<file path="config.mk">
export PLATFORM = sky130hd
export DESIGN_NAME = pipe_hazard_ctrl
export DESIGN_NICKNAME = d
export VERILOG_FILES = /design/src/rtl/pipe_hazard_ctrl.sv
export SDC_FILE = /design/constraint.sdc
export NUM_CORES = 1
export LEC_CHECK = 0
export ABC_CLOCK_PERIOD_IN_PS = 2900
export CAP_MARGIN = 20
export CORE_MARGIN = 2
export CORE_UTILIZATION = 49
export CTS_CLUSTER_SIZE = 8
export DETAILED_ROUTE_END_ITERATION = 7
export PLACE_DENSITY = 0.8
export SYNTH_ARGS = -nofsm -noshare
export SYNTH_HDL_FRONTEND = slang
export SYNTH_SLANG_ARGS = --single-unit
</file>
<file path="constraint.sdc">
create_clock -name clk -period 2.9 [get_ports clk]
set_clock_uncertainty 0.2 [all_clocks]
set_input_delay 0.58 -clock clk [delete_from_list [all_inputs] [get_ports clk]]
set_output_delay 0.58 -clock clk [all_outputs]
set_load 0.02 [all_outputs]
</file>
<file path="src/rtl/pipe_hazard_ctrl.sv">
// Stall/flush controller for the 5-stage pipeline: load-use bubbles, EX branch
// redirects, and multi-cycle MEM accesses (BRAM latency, IO write handshake with timeout).
module pipe_hazard_ctrl #(
  parameter int unsigned MEM_WAIT_CYCLES = 1,
  parameter int unsigned IO_TIMEOUT      = 255,
  parameter int unsigned CNT_W           = 8
) (
  input  logic        clk,
  input  logic        rst,
  input  logic [4:0]  ID_rs1_addr,
  input  logic [4:0]  ID_rs2_addr,
  input  logic        ID_rs1_used,
  input  logic        ID_rs2_used,
  input  logic        EX_MemtoReg,
  input  logic        EX_RegWrite,
  input  logic [4:0]  EX_rd_addr,
  input  logic        EX_branch_taken,
  input  logic        MEM_MemAccess,
  input  logic        MEM_ioWrite,
  input  logic        io_ready,
  output logic        io_req,
  output logic        pc_hold,
  output logic        IFID_hold,
  output logic        IDEX_hold,
  output logic        EXMEM_hold,
  output logic        IFID_flush,
  output logic        IDEX_flush,
  output logic        MEMWB_flush,
  output logic        io_err,
  output logic [31:0] stall_cnt
);

  localparam logic [1:0] RUN     = 2'd0;
  localparam logic [1:0] MEMWAIT = 2'd1;
  localparam logic [1:0] IOWAIT  = 2'd2;

  localparam logic [CNT_W-1:0] MEM_LOAD = CNT_W'(MEM_WAIT_CYCLES - 1);
  localparam logic [CNT_W-1:0] IO_LOAD  = CNT_W'(IO_TIMEOUT - 1);

  logic [1:0]       state, stateNext;
  logic [CNT_W-1:0] cnt, cntNext;
  logic             ioEv, memEv, cntZero, mstall, ioReqRaw, ioErrSet, lu, anyStall;

  always_comb begin
    ioEv      = MEM_ioWrite;
    memEv     = MEM_MemAccess & ~MEM_ioWrite & (MEM_WAIT_CYCLES != 0);
    cntZero   = (cnt == '0);
    mstall    = 1'b0;
    ioReqRaw  = 1'b0;
    ioErrSet  = 1'b0;
    stateNext = state;
    cntNext   = cnt;
    case (state)
      RUN: begin
        if (ioEv) begin
          ioReqRaw = 1'b1;
          if (!io_ready) begin
            mstall    = 1'b1;
            stateNext = IOWAIT;
            cntNext   = IO_LOAD;
          end
        end else if (memEv) begin
          mstall    = 1'b1;
          stateNext = MEMWAIT;
          cntNext   = MEM_LOAD;
        end
      end
      MEMWAIT: begin
        if (!cntZero) begin
          mstall  = 1'b1;
          cntNext = cnt - CNT_W'(1);
        end else begin
          stateNext = RUN;
        end
      end
      IOWAIT: begin
        ioReqRaw = 1'b1;
        if (io_ready) begin
          stateNext = RUN;
        end else if (!cntZero) begin
          mstall  = 1'b1;
          cntNext = cnt - CNT_W'(1);
        end else begin
          stateNext = RUN;
          ioErrSet  = 1'b1;
        end
      end
      default: stateNext = RUN;
    endcase

    lu = EX_MemtoReg & EX_RegWrite & (EX_rd_addr != 5'd0) &
         ((ID_rs1_used & (ID_rs1_addr == EX_rd_addr)) |
          (ID_rs2_used & (ID_rs2_addr == EX_rd_addr)));

    pc_hold     = 1'b0;
    IFID_hold   = 1'b0;
    IDEX_hold   = 1'b0;
    EXMEM_hold  = 1'b0;
    IFID_flush  = 1'b0;
    IDEX_flush  = 1'b0;
    MEMWB_flush = 1'b0;
    io_req      = 1'b0;
    // A MEM stall freezes EX, so branch/load-use are deferred to the release cycle.
    if (!rst) begin
      io_req = ioReqRaw;
      if (mstall) begin
        pc_hold     = 1'b1;
        IFID_hold   = 1'b1;
        IDEX_hold   = 1'b1;
        EXMEM_hold  = 1'b1;
        MEMWB_flush = 1'b1;
      end else if (EX_branch_taken) begin
        IFID_flush = 1'b1;
        IDEX_flush = 1'b1;
      end else if (lu) begin
        pc_hold    = 1'b1;
        IFID_hold  = 1'b1;
        IDEX_flush = 1'b1;
      end
    end

    anyStall = pc_hold | IFID_hold | IDEX_hold | EXMEM_hold |
               IFID_flush | IDEX_flush | MEMWB_flush;
  end

  always_ff @(posedge clk) begin
    if (rst) begin
      state     <= RUN;
      cnt       <= '0;
      io_err    <= 1'b0;
      stall_cnt <= '0;
    end else begin
      state <= stateNext;
      cnt   <= cntNext;
      if (ioErrSet) io_err <= 1'b1;
      if (anyStall && (stall_cnt != '1)) stall_cnt <= stall_cnt + 32'd1;
    end
  end

endmodule
</file>
Word level (Yosys, flattened, before mapping)
Index checks and enable logic that the tools add are counted.
- flip-flop bits (word level): 43
- input bits: 25
- output and inout port bits: 41
- word-level logic and storage cells: 70
- add/sub/neg operators: 2
- equality and inequality tests: 8
- muxes and demuxes: 36
- bitwise gates (word level): 13
- reduce and logical (&&, ||, !) cells: 7
- operators by type and width (kind ; count):
    $mux 8 ; 5
    $add 32x1->32 const B ; 1
    $ne 32x32->1 const B ; 1
    $pmux 8 s3 ; 1
    $mux 1 ; 22
    $eq 5x5->1 ; 2
    $mux 2 ; 5
    $logic_not 8->1 ; 1
    $sub 8x1->8 const B ; 1
    $and 1x1->1 ; 6
    $ne 3x3->1 const B ; 2
    $or 1x1->1 ; 6
    $pmux 2 s3 ; 1
    $reduce_bool 5->1 ; 1
    $reduce_and 4->1 ; 1
    $pmux 1 s3 ; 1
    $reduce_bool 3->1 ; 1
    $eq 2x1->1 const B ; 1
    $eq 2x2->1 const B ; 1
    $logic_not 2->1 ; 1
    $ne 2x2->1 const B ; 1
    $pmux 1 s2 ; 1
    $reduce_and 2->1 ; 1
    $logic_and 1x1->1 ; 1
    $not 1->1 ; 1

Depth between registers and ports, before layout
Gate-level depths: netlist of run 1.
- word-level depth: 14
- depth in mapped cells: 10

Least setup slack after synthesis of run 1
Ideal clock, no wire load.
- kind: input to output
- from: input MEM_ioWrite
- to: output pc_hold
- arrival: 1.866 ns
- required time: 2.120 ns
- slack: 0.254 ns
- cell stages on the path: 6
- path buffers: 2
- cell sequence: buf_2 nand2b_1 a21oi_1 nor2_1 a21oi_1 buf_4
- word-level cells in the longest chain between the ends: 7
- RTL lines (item ; line ; source):
    from (decl) ; 19 ; input logic MEM_ioWrite,
    $not 1->1 ; 46 ; memEv = MEM_MemAccess & ~MEM_ioWrite & (MEM_WAIT_CYCLES != 0);
    $and 1x1->1 ; 46 ;
    $mux 1 ; 62 ; end else if (memEv) begin
    $mux 1 * ; 55 ; if (ioEv) begin
    $pmux 1 s3 * ; 53 ; case (state)
    $mux 1 * (2 in series) ; - ;
    to (decl) ; 22 ; output logic pc_hold,
Mark *: on every way between the ends. The rest lies on a longest branch, timed or not.

Final worst setup path of run 1
- from: input EX_rd_addr[4]
- to: output IFID_hold
- word-level cells in the longest chain between the ends: 8
- elaborated cells between the ends (all ways): 12
- those cells by class: eq/ne: 2; mux: 4; bitwise: 5; reduce/logical: 1
- RTL lines (item ; line ; source):
    from (decl) ; 16 ; input logic [4:0] EX_rd_addr,
    $eq 5x5->1, on equally long branches ; 92, 93 ;
    $and 1x1->1, on equally long branches ; 92, 93 ;
    $or 1x1->1 ; 92 ; ((ID_rs1_used & (ID_rs1_addr == EX_rd_addr)) |
    $and 1x1->1 * ; 91 ; lu = EX_MemtoReg & EX_RegWrite & (EX_rd_addr != 5'd0) &
    $mux 1 * ; 115 ; end else if (lu) begin
    $mux 1 * ; 112 ; end else if (EX_branch_taken) begin
    $mux 1 * ; 106 ; if (mstall) begin
    $mux 1 * ; 104 ; if (!rst) begin
    to (decl) ; 23 ; output logic IFID_hold,
Marks and branches as above.

==> impl_metrics.tcl, run 1 <==
set metrics [dict create \
    postCtsHoldBufs 0 \
    setup_viol 0 \
    endpoint_kind "primary output" \
    rr_worst_depth 11 \
    dp_hpwl_um 4370 \
    worst_pin_slew_ns 0.434 \
    rows 26 \
    ant_nets 0 \
    yosysSeqAreaShare_pct 33.9 \
    htree_num_levels 2 \
    synth.distinct_cells 49 \
    timing.fmax_ghz 0.352 \
    fin_crit_ns 2.84 \
    die_x_um 76.0 \
    yosysWarnings 0 \
    slew_headroom_pct 70.9 \
    critPathLaunchType "input pin" \
    path_buf_inv 2 \
    core-area_um2 5040 \
    crit_slowest_cell "clkdlybuf4s50_1" \
    wire_per_inst_um 13.0 \
    clkTransAtPathRegs_ns 0.07 \
    grt_pass1_wl_um 9760 \
    met1_length_um 2860 \
    post-route-util_pct 68.4 \
    drive_gt1_share_pct 14.5 \
    drv_slew 0 \
    cts_sinks 43 \
    post_cts_buffers 0 \
    tns_ns 0 \
    crit_chain "clkdlybuf4s50_1 > xnor2_1 > nand4_1 > o22ai_2 > nand3b_1 > a21oi_1 > buf_2" \
    maxCapViolCount 0 \
    ios 66 \
    dr_wl_met3_um 331 \
    final_area_um2 3450 \
    grt_pass1_vias 2162 \
    async_flop_share_pct 0 \
    gp_congestion 0.878 \
    cp.arrival_ns 2.06 \
    diodes 0 \
    min_path_cells 2 \
    grt_antenna_before_repair 0 \
    tritoncts "built" \
    nNetsFinal 415 \
    ys.flop_type "dfxtp_1" \
    die_h_um 76.0 \
    cts_buffer_depth 2 \
    status "finished clean" \
    port_buffers 65 \
    drc_errors 0 \
    grt_usage_pct 20.2 \
    timing_worst_setup_path_type "in -> out" \
    root_buffer "clkbuf_8" \
    hold_viol_final 0 \
    crit_cells 7 \
    drt_wl_total_um 5920 \
    overflow 0 \
    fin_cells 455 \
    worstPathMaxFanout 3 \
    power.density_nw_per_um2 437 \
    critPathMaxStageDelay_ns 0.54 \
    drtPass1Iterations 5 \
    cts-buffers-inserted 5 \
    die-area_um2 5780 \
    vias 2412 \
    ir_drop_mv 0.436 \
    avgSynthCellArea_um2 8.25 \
    routed_via_density 5.30 \
    syn-num-nets 339 \
    leakagePower_uw 0.00136 \
    mostFrequentLayoutCell "clkdlybuf4s50_1" \
    grt_max_degree 36 \
    synth_cells 308 \
    hp-class "reg -> reg" \
    synth_area_um2 2540 \
    critPathTopFamily "buffers and inverters" \
    top_layer_used "met4" \
    post-place-cells 447 \
    start_util_pct 50.4 \
    wl_met2_um 2680 \
    clk_latency_ns 0.30 \
    first_iter_violations 93 \
    place_area_um2 3330 \
    synth-edff-count 0 \
    ys_ff_latch 43 \
    crit_required_ns 2.12 \
    whs_ns 0.281 \
    final_cell_mix "54 x clkdlybuf4s50_1, 44 x nor2_1, 43 x dfxtp_1, 21 x buf_4, 19 x nand2_1" \
    timing.final.crit_share_pct 98.0 \
    area_delta_synth_final_pct 35.7 \
]
[flip-flops by register name, indices dropped and copies added (netlist names)]
| name | cells |
|---|---|
| io_err | 1 |
| cnt | 8 |
| state | 2 |
| stall_cnt | 32 |
[worst paths after layout]
kind | start | end | slack (ns)
max reg2reg | cnt[1]$_SDFFE_PP0P_ | stall_cnt[31]$_SDFFE_PP0P_ | 0.31
min | io_err$_SDFFE_PP0P_ | io_err$_SDFFE_PP0P_ | 0.28
max | EX_rd_addr[4] | IFID_hold | 0.06
min reg2reg | io_err$_SDFFE_PP0P_ | io_err$_SDFFE_PP0P_ | 0.28
[cell usage after synthesis (all sizes together), types with 2 or more instances]
cell / instances / share of area [%]
nand3: 15 / 3.7
mux2i: 2 / 0.79
nand3b: 2 / 0.59
nor4: 2 / 1.1
xor2: 18 / 6.2
inv: 12 / 1.8
nor3: 8 / 2.0
or3: 10 / 2.5
dfxtp: 43 / 34
and3: 8 / 2.0
a21oi: 16 / 3.1
ha: 6 / 3.0
mux2: 3 / 1.3
clkbuf: 6 / 0.89
a22oi: 5 / 1.5
nand4: 18 / 5.2
nor2b: 4 / 0.98
and2: 4 / 0.98
nor2: 46 / 6.9
a41o: 2 / 0.79
nand2b: 5 / 1.2
buf: 10 / 3.0
xnor2: 13 / 4.5
a211oi: 3 / 0.89
o21ai: 14 / 2.8
nand2: 19 / 2.8
[stage by stage]
step                power [µW]  setup slack, ns
floorplan                  909            0.254
global placement          1040           -0.366
detailed placement        1050           -0.448
CTS                       1510          0.00400
global route              1590         -0.00110
finish                    1510           0.0581
[worst min-delay path: stages (launching register included)]
cell     delay [ns]
dfxtp_1        0.33
a31oi_1        0.04
nor2_1         0.07
[where the power goes]
part | leakage [µW] | internal, µW | total [µW] | switching, µW
Sequential | 0.000349 | 618 | 657 | 39.1
Clock | 0.0000581 | 257 | 467 | 210
Combinational | 0.000958 | 180 | 382 | 201
[logic make-up (layout without fill, tap and decap cells)]
kind of cell,count (synthesis),after routing,synth area share (%)
buffers and inverters,28,105,5.61
DFF,43,43,33.9
adders and majority gates,6,6,2.95
muxes,5,5,2.12
xor gates and xnor gates,31,31,10.7
and+or+nand+nor,145,145,31.7
AOI/OAI and AO/OA,50,50,13.0
[final cells by class]
class                           count  area (µm²)
Clock buffer                        5        68.8
Clock inverter                      3        43.8
Fill cell                         424        1590
Inverter                           12        45.0
Multi-Input combinational cell    237        1570
Sequential cell                    43         861
Tap cell                           70        87.6
Timing Repair Buffer               85         774
[repair_timing]
action,CTS,global route
endpoints found under the setup margin,7,7
gates cloned,0,0
resized for setup,25,9
pin swaps,0,2
[metal layers]
metal  track usage, %  vias up
li1                 -     1231
met1             26.5     1116
met2             32.3       60
met3             6.04        5
met4             6.18        0
met5                0        -
Power figures use the tool's default switching activity.
==> run 2, diff against run 1 <==
- CORE_UTILIZATION: 49 -> 55
- DONT_BUFFER_PORTS: unset -> 1
- PLACE_DENSITY: 0.8 -> 0.7
- SLEW_MARGIN: unset -> 30
==> impl_metrics.tcl, run 2 (synthesis results as in run 1) <==
set metrics [dict create \
    postCtsHoldBufs 0 \
    rr_worst_depth 9 \
    switching_share_pct 30.6 \
    pwr-share-comb_pct 21.9 \
    ant_nets 0 \
    grt_usage_pct 23.0 \
    endpoint_kind "primary output" \
    reg.largest.list "stall_cnt (32), cnt (8), state (2)" \
    rows 24 \
    grt_antenna_before_repair 0 \
    grt_pass1_wl_um 9570 \
    start_util_pct 57.6 \
    cts_sinks 43 \
    min_path_cells 1 \
    power.total_uw 1340 \
    clk_latency_ns 0.29 \
    nNetsFinal 357 \
    seqPwrFrac_pct 49.0 \
    grt_max_degree 51 \
    place_ws_ns 0.170 \
    setup_viol 0 \
    cts_buffer_depth 2 \
    status "finished clean" \
    drt_wl_total_um 5700 \
    drtPass1Iterations 5 \
    hold_end "stall_cnt[28]$_SDFFE_PP0P_" \
    area_delta_synth_final_pct 10.5 \
    routed_via_density 5.92 \
    worstPathMaxFanout 5 \
    timing_worst_setup_path_type "reg -> out" \
    hold_viol_final 0 \
    wire_per_inst_um 15.1 \
    fin_ws_ns 0.182 \
    power.density_nw_per_um2 475 \
    grt_pass1_vias 2159 \
    cts-buffers-inserted 5 \
    drc_errors 0 \
    drive_gt1_share_pct 16.3 \
    clkTransAtPathRegs_ns 0.08 \
    hold_start "rst" \
    diodes 0 \
    hp-class "in -> reg" \
    first_iter_violations 98 \
    crit_required_ns 2.12 \
    r2r-end "stall_cnt[30]$_SDFFE_PP0P_" \
    mostFrequentLayoutCell "nor2_1" \
    root_buffer "clkbuf_8" \
    r2r_start "cnt[0]$_SDFFE_PP0P_" \
    tns_ns 0 \
    ir_drop_mv 0.397 \
    critPathLaunchType "flip-flop" \
    r2r_setup_slack_ns 0.24 \
    die_x_um 72.0 \
    p_sw_uw 409 \
    fin_crit_ns 2.72 \
    leakagePower_uw 0.00112 \
    power.internal_uw 926 \
    timing.fmax_ghz 0.368 \
    core-area_um2 4410 \
    slew_headroom_pct 58.9 \
    largest-register "stall_cnt" \
    dp_hpwl_um 4080 \
    tritoncts "built" \
    gp_congestion 0.830 \
    timing.final.crit_share_pct 93.7 \
    cp.arrival_ns 1.94 \
    htree_num_levels 2 \
    final_cell_mix "45 x nor2_1, 43 x dfxtp_1, 27 x buf_4, 19 x nand2_1, 18 x xor2_1" \
    vias 2238 \
    largest_register_ff_count 32 \
    die-area_um2 5180 \
    ios 66 \
    power_frac_clock_pct 29.0 \
    overflow 0 \
    drv_slew 0 \
    maxCapViolCount 0 \
    die_h_um 72.0 \
    port_buffers 0 \
    worst_pin_slew_ns 0.617 \
]
run 2: worst max-delay path by stage:
stage / startpoint / slack [ns] / cells after the start / endpoint
after CTS: cnt[0]$_SDFFE_PP0P_ / 0.10 / 6 / IDEX_flush
after global placement: cnt[0]$_SDFFE_PP0P_ / 0.25 / 9 / stall_cnt[27]$_SDFFE_PP0P_
after floorplan: MEM_ioWrite / 0.25 / 6 / pc_hold
final: cnt[0]$_SDFFE_PP0P_ / 0.18 / 7 / EXMEM_hold
after global routing: cnt[0]$_SDFFE_PP0P_ / -0.0008 / 6 / IDEX_flush
after detailed placement: cnt[0]$_SDFFE_PP0P_ / 0.17 / 9 / stall_cnt[27]$_SDFFE_PP0P_
run 2: worst max-delay path, stage by stage, from the launching register on:
cell      delay, ns
dfxtp_1        0.40
inv_1          0.07
ha_1           0.22
nor3b_1        0.16
a221oi_2       0.34
nor2_1         0.11
nor2_1         0.11
buf_4          0.23
run 2: metrics by stage:
step	utilization (%)	hold slack, ns	cells	cell area [µm²]
floorplan	-	0.301	308	2540
global placement	61.3	0.333	370	2710
detailed placement	61.3	0.330	370	2710
CTS	63.3	0.139	377	2790
global route	63.7	0.128	378	2810
finish	63.7	0.143	378	2810
run 2: layout make-up:
cell class	count	area [µm²]
well taps	52	65.1
repair buffers	27	203
multi-input cells	237	1550
clock buffers	6	82.6
fillers	386	1600
clock inverters	1	5.00
inverters	12	45.0
flip-flops and latches	43	861
run 2: timing repair:
item,CTS,global route
buffers inserted,0,1
resized for setup,0,2
setup endpoints to repair,0,9
run 2: metal layers:
layer	GRT usage (%)	vias to the layer above	share of wire [%]
li1	-	1117	-
met1	29.3	1027	45
met2	37.7	84	45
met3	6.81	10	8.1
met4	7.55	0	1.6
met5	0	-	0
run 2: power groups by stage:
| stage | logic, µW | clock network, µW | registers, µW |
|---|---|---|---|
| 2_1_floorplan | 238 | 0 | 671 |
| 3_3_place_gp | 279 | 0 | 666 |
| 3_5_place_dp | 285 | 0 | 667 |
| 4_1_cts | 290 | 396 | 654 |
| 5_1_grt | 328 | 422 | 660 |
| 6_report | 293 | 388 | 655 |
==> run 3, diff against run 2 <==
- CAP_MARGIN: 20 -> unset
- CTS_CLUSTER_DIAMETER: unset -> 120
==> results of run 3 <==
No change in the layout: final DEF, timing and power equal those of run 2.
